<file path="src/rtl/fp_add_ctrl.sv">
`timescale 1ns / 1ps
// -----------------------------------------------------------------------------
// fp_add_ctrl
//
// Issue/retire sequencer wrapped around the 32-bit floating-point adder
// (fp_add). One operand pair is accepted over a valid/ready handshake. The
// pair and its rounding mode are registered onto the adder inputs and held
// there for the adder's full pipeline depth. This matters because the adder's
// second stage still reads combinational terms of its inputs. After LAT + 1
// edges the adder result is captured into a valid/ready output buffer. Its
// IEEE exception flags are OR-ed into a sticky status register, which software
// clears.
//
// At most one operation is in flight. In DONE, a consumed result and a new
// accept may share the same edge, which gives one operation per LAT + 2 cycles.
//
// Ports
//   clk          clock
//   rst          asynchronous, active-low reset
//   in_valid     operand pair offered
//   in_ready     operand pair accepted when in_valid && in_ready at posedge
//   in_a, in_b   operands
//   in_rm        rounding mode, passed through unchecked
//   add_in1/2    registered operands to fp_add
//   add_round_m  registered rounding mode to fp_add
//   add_act      fp_add activity enable; high while an operation is in flight
//   add_out      fp_add sum
//   add_ov/un/inv/inexact  fp_add exception flags
//   res_valid    captured result available
//   res_ready    result consumed when res_valid && res_ready at posedge
//   res_out      captured sum
//   res_flags    {inv, ov, un, inexact} of the captured result
//   fflags       sticky {inv, ov, un, inexact}
//   fflags_clr   synchronous clear of fflags
//   busy         sequencer not idle
// -----------------------------------------------------------------------------
module fp_add_ctrl #(
    parameter int W   = 32,  // operand/result width
    parameter int LAT = 2,   // adder latency, stable inputs to registered output
    parameter int CW  = 2    // latency counter width; must be able to hold LAT
) (
    input  logic         clk,
    input  logic         rst,

    input  logic         in_valid,
    output logic         in_ready,
    input  logic [W-1:0] in_a,
    input  logic [W-1:0] in_b,
    input  logic [2:0]   in_rm,

    output logic [W-1:0] add_in1,
    output logic [W-1:0] add_in2,
    output logic [2:0]   add_round_m,
    output logic         add_act,
    input  logic [W-1:0] add_out,
    input  logic         add_ov,
    input  logic         add_un,
    input  logic         add_inv,
    input  logic         add_inexact,

    output logic         res_valid,
    input  logic         res_ready,
    output logic [W-1:0] res_out,
    output logic [3:0]   res_flags,

    output logic [3:0]   fflags,
    input  logic         fflags_clr,
    output logic         busy
);

    typedef enum logic [1:0] {
        IDLE = 2'd0,  // waiting for operands
        BUSY = 2'd1,  // adder inputs held, counting down the pipeline
        DONE = 2'd2   // result buffered, waiting to be consumed
    } state_t;

    state_t         state_q;
    logic [CW-1:0]  cnt_q;
    logic [W-1:0]   in1_q;
    logic [W-1:0]   in2_q;
    logic [2:0]     rm_q;
    logic           act_q;
    logic           res_valid_q;
    logic [W-1:0]   res_out_q;
    logic [3:0]     res_flags_q;
    logic [3:0]     fflags_q;
    logic [3:0]     fflags_d;

    logic           accept;
    logic           capture;
    logic [3:0]     add_flags;

    // In DONE the buffer can take a new operand pair only on the edge that
    // also hands the current result over. So readiness follows res_ready.
    always_comb begin
        // NOTE: a default before the case keeps every path assigned, so
        // no latch is inferred when a state is left out.
        in_ready = 1'b0;
        case (state_q)
            IDLE:    in_ready = 1'b1;
            DONE:    in_ready = res_ready;
            default: in_ready = 1'b0;
        endcase
    end

    assign busy      = (state_q != IDLE);
    assign accept    = in_valid && in_ready;
    // The counter is loaded with LAT at accept and reaches zero LAT edges
    // later. The following edge samples the adder's registered output.
    assign capture   = (state_q == BUSY) && (cnt_q == '0);
    assign add_flags = {add_inv, add_ov, add_un, add_inexact};

    // A clear that coincides with a capture still keeps the new result's
    // flags. Only history older than the capture is dropped.
    assign fflags_d  = (fflags_clr ? 4'b0000 : fflags_q)
                     | (capture ? add_flags : 4'b0000);

    // NOTE: all state below uses non-blocking assignments. Every register
    // then sees the pre-edge values of the others, whatever the statement order.
    always_ff @(posedge clk or negedge rst) begin
        if (!rst) begin
            state_q     <= IDLE;
            cnt_q       <= '0;
            in1_q       <= '0;
            in2_q       <= '0;
            rm_q        <= '0;
            act_q       <= 1'b0;
            res_valid_q <= 1'b0;
            res_out_q   <= '0;
            res_flags_q <= '0;
            fflags_q    <= '0;
        end else begin
            fflags_q <= fflags_d;

            if (accept) begin
                // Accept happens from IDLE or from DONE. From DONE it
                // also consumes the buffered result on the same edge.
                in1_q       <= in_a;
                in2_q       <= in_b;
                rm_q        <= in_rm;
                act_q       <= 1'b1;
                cnt_q       <= CW'(LAT);
                res_valid_q <= 1'b0;
                state_q     <= BUSY;
            end else begin
                case (state_q)
                    BUSY: begin
                        if (capture) begin
                            res_out_q   <= add_out;
                            res_flags_q <= add_flags;
                            res_valid_q <= 1'b1;
                            act_q       <= 1'b0;
                            state_q     <= DONE;
                        end else begin
                            cnt_q <= cnt_q - CW'(1);
                        end
                    end
                    DONE: begin
                        // res_out/res_flags keep their value after
                        // consumption. Only the valid bit drops.
                        if (res_ready) begin
                            res_valid_q <= 1'b0;
                            state_q     <= IDLE;
                        end
                    end
                    default: begin
                        // IDLE without an accept: nothing changes. The adder
                        // inputs keep the last operands.
                    end
                endcase
            end
        end
    end

    assign add_in1     = in1_q;
    assign add_in2     = in2_q;
    assign add_round_m = rm_q;
    assign add_act     = act_q;
    assign res_valid   = res_valid_q;
    assign res_out     = res_out_q;
    assign res_flags   = res_flags_q;
    assign fflags      = fflags_q;

endmodule

</file>
<file path="config.mk">
export PLATFORM = sky130hd
export DESIGN_NAME = fp_add_ctrl
export DESIGN_NICKNAME = d
export VERILOG_FILES = /design/src/rtl/fp_add_ctrl.sv
export SDC_FILE = /design/constraint.sdc
export NUM_CORES = 1
export LEC_CHECK = 0
export BUFFER_PORTS_ARGS = -buffer_cell sky130_fd_sc_hd__buf_2
export CAP_MARGIN = 0
export CELL_PAD_IN_SITES_DETAIL_PLACEMENT = 2
export CELL_PAD_IN_SITES_GLOBAL_PLACEMENT = 2
export CORE_UTILIZATION = 30
export CTS_CLUSTER_SIZE = 12
export DETAILED_ROUTE_END_ITERATION = 8
export PLACE_DENSITY = 0.84
export SYNTH_ARGS = -nofsm -noshare
export SYNTH_HDL_FRONTEND = slang
export SYNTH_SLANG_ARGS = --single-unit
</file>
<file path="constraint.sdc">
create_clock -name clk -period 1.67 [get_ports clk]
set_input_delay 0.167 -clock clk [delete_from_list [all_inputs] [get_ports clk]]
set_output_delay 0.167 -clock clk [all_outputs]
set_load 0.05 [all_outputs]
</file>
==> summary.md, run 1 <==
| Metric | Value |
|---|---|
| Initial antenna violation count | `0` |
| Worst Hold Launch | `in_a[19]` |
| Port bufs | `218` |
| CP endpoint kind | `primary output` |
| WL final | `12.7 mm` |
| CTS Buffer Depth | `2` |
| Setup TNS | `0 ps` |
| Largest stage delay on the critical path | `420 ps` |
| Area grow syn2layout | `37.2%` |
| Tightest Hold Check Type | `input port to register` |
| Total of max-cap violations | `0` |
| CTS buffer count | `9` |
| Vias | `3,041` |
| Register area | `0.00280 sq mm` |
| Worst skew pair latency | `340 ps` |
| TritonCTS clock tree | `yes` |
| Synth unique cells | `21` |
| Mapped Nets | `370` |
| WP data required | `1500 ps` |
| WS Path Type | `register to primary output` |
| Yosys warns | `0` |
| Initial Util | `31.1%` |
| Drt drc | `15` |
| CP Launch Type | `register` |
| Diode count | `0` |
| Non-Filler Instances | `693` |
| Die area | `0.0157 sq mm` |
| Failing checks | `design-rule violations` |
| 1st-iter DRT viols | `77` |
| Worst slew pin tran | `442 ps` |
| Worst-path cell chain | `buf_4, or2_2, buf_2` |
| Min-Delay Endpoint | `add_in1[19]` |
| Setup Viol. Count Final | `0` |
| Crit Reg-Reg Startpoint | `res_valid` |
| Max-slew violations | `0` |
| Root Driver | `clkbuf_16` |
| Critical path's slowest cell | `dfrtp_1` |
| Rows | `44` |
| Fin util | `42.7%` |
| Die width | `125 um` |
| H-tree lvl count | `3` |
| Core area | `0.0147 sq mm` |
| Sum of buffers and inverters on the critical path | `2` |
| Setup WS pre-CTS | `17.2 ps` |
| RSZ-0062 raised after global routing | `false` |
| Multi-input logic area | `0.00154 sq mm` |
| Nets@finish | `613` |
| Post-synth top area cell | `dfrtp_1` |
| First-pass GRT wire length | `19.9 mm` |
| Largest net degree at the start of global routing | `47` |
| Slew Limit Headroom | `70.5%` |
| Mapped cell area | `0.00457 sq mm` |
| R2R setup slack | `70 ps` |
| IO Count | `219` |
| Final WS setup | `62.8 ps` |
| Final period util | `96.2%` |
| Global-route usage over all layers | `16.5%` |
| CTS clk-pin slew, worst paths | `70 ps` |
| Post-synth top area share | `61.3%` |
| Outcome | `finished with violations` |
| Hold Vio Cnt, Final | `0` |
| Top delay family on crit path | `flip-flops` |
| Vias in the first global route | `3,569` |
| Clock Sink Count | `112` |
| Mapped Cells | `261` |
| Post-CTS resize count | `0` |
| 1st-pass router iterations | `5` |
| Worst Hold Depth | `2` |
| Via density | `4.39` |
| Seq/Total Area, Yosys | `61.3%` |
| CP Max Fanout | `5` |
| Layout cells sized above 1 | `70.9%` |
| Yosys reg bits | `112` |
| GRT Residual Overflow | `0` |
| RR Endpoint | `add_in1[23]` |
| DR WL/cell | `18.3 um` |
| Die Y | `125 um` |
| Detail Route Antenna Nets | `0` |
| Final period demand of the worst path | `1610 ps` |
| Fill count | `1,474` |
| Critical Path AT | `1440 ps` |
| Max Clk Rate | `622 MHz` |
| RD Place Congestion | `0.720` |
| DP Cell Count | `668` |
| Dominant cells by area after synthesis | `dfrtp_1 61%, mux2_4 22%, mux2_2 8.1%` |
| Post-detail-place hpwl | `9.81 mm` |
| Clk_skew | `5.81 ps` |
| Syn avg cell area | `17.5 sq um` |
| Worst r2r path cells | `5` |
repair_timing:
item,4_1_cts,5_1_grt
buffers inserted,0,8
hold buffers,1,0
endpoints found under the hold margin,26,0
setup endpoints to repair,0,38
flip-flops by register name, indices dropped and copies added (netlist names), 2 cells and up:
name,cells
add_in2,32
add_in1,32
res_flags,4
fflags,4
res_out,32
add_round_m,3
cnt_q,2
cell usage after synthesis:
master	n
o22ai_1	4
o21a_1	1
xnor2_1	1
nand2_1	4
nor3b_2	1
nor2_1	5
buf_2	2
dfrtp_1	112
a21o_1	1
a211o_1	1
inv_1	10
buf_6	4
nor2b_4	1
o21ai_0	4
nand3b_1	1
buf_12	7
mux2_4	66
or2_2	1
or3b_1	1
ha_1	1
mux2_2	33
per-layer routing:
metal  global-route usage [%]  vias to the layer above  part of all wire (%)  wire [um]
li1                         -                     1376                     -          -
met2                     31.6                      109                    56       7130
met1                     18.3                     1547                    38       4820
met5                        0                        -                     0          0
met3                     3.34                        9                   4.9        619
met4                     4.73                        0                   1.1        135
stage by stage:
stage,hold slack [ps],instance area (sq um)
2_1_floorplan,-129,4570
3_3_place_gp,144,5920
3_5_place_dp,150,5920
4_1_cts,33.6,6210
5_1_grt,36.8,6270
6_report,49.3,6270
worst max-delay path by stage:
stage	from	to	slack, ps	cells after the start
3_5_place_dp	res_valid	add_in1[23]	20	5
5_1_grt	state_q[0]	busy	2	3
3_3_place_gp	res_valid	add_in1[30]	90	5
4_1_cts	res_valid	add_in1[23]	10	5
2_1_floorplan	res_valid	res_valid	50	3
6_report	state_q[0]	busy	60	3
layout by cell type, fill, tap and decap left out, types with 5 or more instances in the layout:
cell type / n
buf_12: 6
mux2_2: 33
nor2_1: 5
clkbuf_16: 9
mux2_4: 66
dfrtp_1: 111
buf_4: 21
buf_2: 217
inv_1: 10
kinds of logic (layout without fill, tap and decap cells):
| family | Yosys count | in the layout | synth area share [%] |
|---|---|---|---|
| adders and majority gates | 1 | 1 | 0.274 |
| AOI/OAI and AO/OA | 11 | 11 | 1.51 |
| and+or+nand+nor | 14 | 14 | 1.81 |
| DFF | 112 | 112 | 61.3 |
| xor gates and xnor gates | 1 | 1 | 0.192 |
| muxes | 99 | 99 | 29.8 |
| buffers and inverters | 23 | 271 | 5.09 |
area by class of cell:
| class | instances | area share, % |
|---|---|---|
| Multi-Input combinational cell | 126 | 24.6 |
| Inverter | 10 | 0.599 |
| Tap cell | 184 | 3.67 |
| Timing Repair Buffer | 245 | 21.9 |
| Sequential cell | 112 | 44.7 |
| Clock inverter | 3 | 0.379 |
| Clock buffer | 13 | 4.15 |
Power of run 1 is not shown: default switching activity piles up to over one toggle a cycle in this logic, so the estimate is an artifact.
==> run 2, diff against run 1 <==
- BUFFER_PORTS_ARGS: -buffer_cell sky130_fd_sc_hd__buf_2 -> -buffer_cell sky130_fd_sc_hd__buf_4
==> summary.md, run 2 (synthesis gave the netlist of run 1 again) <==
| Metric | Value |
|---|---|
| Outcome | `finished with violations (unchanged)` |
| Failing checks | `design-rule violations (unchanged)` |
| Setup TNS | `0 ps (unchanged)` |
| Clock Sink Count | `112 (unchanged)` |
| Hold Vio Cnt, Final | `0 (unchanged)` |
| Worst-path cell chain | `buf_4, or2_2, buf_4 (was buf_4, or2_2, buf_2)` |
| Tightest Hold Check Type | `input port to register (unchanged)` |
| Most used cell, CP | `buf_4` |
| Setup Viol. Count Final | `0 (unchanged)` |
| WL final | `12.9 mm (was 12.7 mm)` |
| Slew Limit Headroom | `72.6% (was 70.5%)` |
| GRT Residual Overflow | `0 (unchanged)` |
| CTS buffer count | `9 (unchanged)` |
| Commonest non-fill, non-tap cells in the layout | `225 x buf_4, 111 x dfrtp_1, 66 x mux2_4, 33 x mux2_2, 10 x inv_1 (was 217 x buf_2, 111 x dfrtp_1, 66 x mux2_4, 33 x mux2_2, 21 x buf_4)` |
| Largest net degree at the start of global routing | `47 (unchanged)` |
| Top delay family on crit path | `flip-flops (unchanged)` |
| Worst skew pair latency | `340 ps (about the same)` |
| Detail Route Antenna Nets | `0 (unchanged)` |
| Global-route usage over all layers | `16.7% (was 16.5%)` |
| H-tree lvl count | `3 (unchanged)` |
| Die width | `125 um (unchanged)` |
| CP Launch Type | `register (unchanged)` |
| Root Driver | `clkbuf_16 (unchanged)` |
| Largest stage delay on the critical path | `430 ps (was 420 ps)` |
| Post-CTS resize count | `0 (unchanged)` |
| TritonCTS clock tree | `yes (unchanged)` |
| Crit Reg-Reg Startpoint | `res_valid (unchanged)` |
| Diode count | `0 (unchanged)` |
| Total of max-cap violations | `0 (unchanged)` |
| Critical Path AT | `1430 ps (was 1440 ps)` |
| First-pass GRT wire length | `20.1 mm (was 19.9 mm)` |
| WP data required | `1500 ps (about the same)` |
| Leading cell type in the layout, fill and taps excluded | `buf_4 (was buf_2)` |
| RSZ-0062 raised after global routing | `false (unchanged)` |
| DR WL/cell | `18.9 um (was 18.3 um)` |
| CTS clk-pin slew, worst paths | `80 ps (was 70 ps)` |
| Vias in the first global route | `3,507 (was 3,569)` |
| Area grow syn2layout | `48.4% (was 37.2%)` |
| Critical path's slowest cell | `dfrtp_1 (unchanged)` |
| Die area | `0.0157 sq mm (unchanged)` |
| Die Y | `125 um (unchanged)` |
| Vias | `3,020 (was 3,041)` |
| Worst Hold Launch | `fflags_clr (was in_a[19])` |
| Via density | `4.43 (was 4.39)` |
| Max-slew violations | `0 (unchanged)` |
| CP startpoint | `state_q[0] (unchanged)` |
| Sum of buffers and inverters on the critical path | `2 (unchanged)` |
| 1st-iter DRT viols | `65 (was 77)` |
| Final period demand of the worst path | `1600 ps (was 1610 ps)` |
| Nets@finish | `601 (was 613)` |
| Worst slew pin tran | `411 ps (was 442 ps)` |
| Port bufs | `218 (unchanged)` |
| IO Count | `219 (unchanged)` |
| Post-detail-place hpwl | `10.1 mm (was 9.81 mm)` |
| Clk_skew | `9.87 ps (was 5.81 ps)` |
| Core area | `0.0147 sq mm (unchanged)` |
| CP endpoint kind | `primary output (unchanged)` |
| Rows | `44 (unchanged)` |
| 1st-pass router iterations | `6 (was 5)` |
| CP Max Fanout | `4 (was 5)` |
| Max Clk Rate | `624 MHz (was 622 MHz)` |
| Initial antenna violation count | `0 (unchanged)` |
| Final period util | `95.9% (was 96.2%)` |
| Fin util | `46.1% (was 42.7%)` |
| WS Path Type | `register to primary output (unchanged)` |
| CTS Buffer Depth | `2 (unchanged)` |
| Layout cells sized above 1 | `70.6% (was 70.9%)` |
| Drt drc | `15 (unchanged)` |
| Initial Util | `31.1% (unchanged)` |
| RD Place Congestion | `0.710 (was 0.720)` |
==> run 2: cell types whose count changed in the layout (fill, tap and decap cells not counted), sizes merged <==
cell	previous run	this run
clkbuf	13	10
bufinv	0	2
clkinvlp	2	0
clkinv	0	3
buf	244	232
==> run 2: cell type report <==
class | count | area [sq um]
Fill cell | 1436 | 7920
Tap cell | 184 | 230
Inverter | 10 | 37.5
Clock buffer | 10 | 239
Clock inverter | 6 | 91.3
Multi-Input combinational cell | 126 | 1540
Sequential cell | 112 | 2800
Timing Repair Buffer | 233 | 1840
==> run 2: path summary, 6_finish.rpt <==
path                           endpoint  slack (ps)  depth (start not counted)
max in group asynchronous    add_in1[9]         770                          3
max reg2reg                  add_in1[1]          80                          5
min in group asynchronous   add_in1[21]         320                          2
max                                busy          70                          3
min reg2reg                res_flags[0]         490                          2
min                           fflags[3]          40                          2
==> run 2: metrics by stage <==
stage / setup slack [ps] / instances / hold WS [ps] / cell area, sq um
after floorplan: 53.1 / 261 / -129 / 4570
after global placement: 79.9 / 664 / 122 / 6440
after detailed placement: 69.7 / 664 / 135 / 6440
after CTS: 39.4 / 681 / 24.8 / 6780
after global routing: 12.4 / 681 / 32.2 / 6780
final: 68.2 / 681 / 40.6 / 6780
==> run 2: timing repair <==
item | 4_1_cts | 5_1_grt
endpoints found under the hold margin | 25 | 0
buffers inserted | 0 | 0
hold buffers | 1 | 0
==> run 2: metal layers <==
layer | track usage (%) | vias up | share of wire, %
met2 | 31.9 | 104 | 56
li1 | - | 1353 | -
met1 | 18.7 | 1556 | 38
met4 | 4.52 | 0 | 0.94
met5 | 0 | - | 0
met3 | 3.38 | 7 | 5.0
Power of run 2 is left out for the same reason.
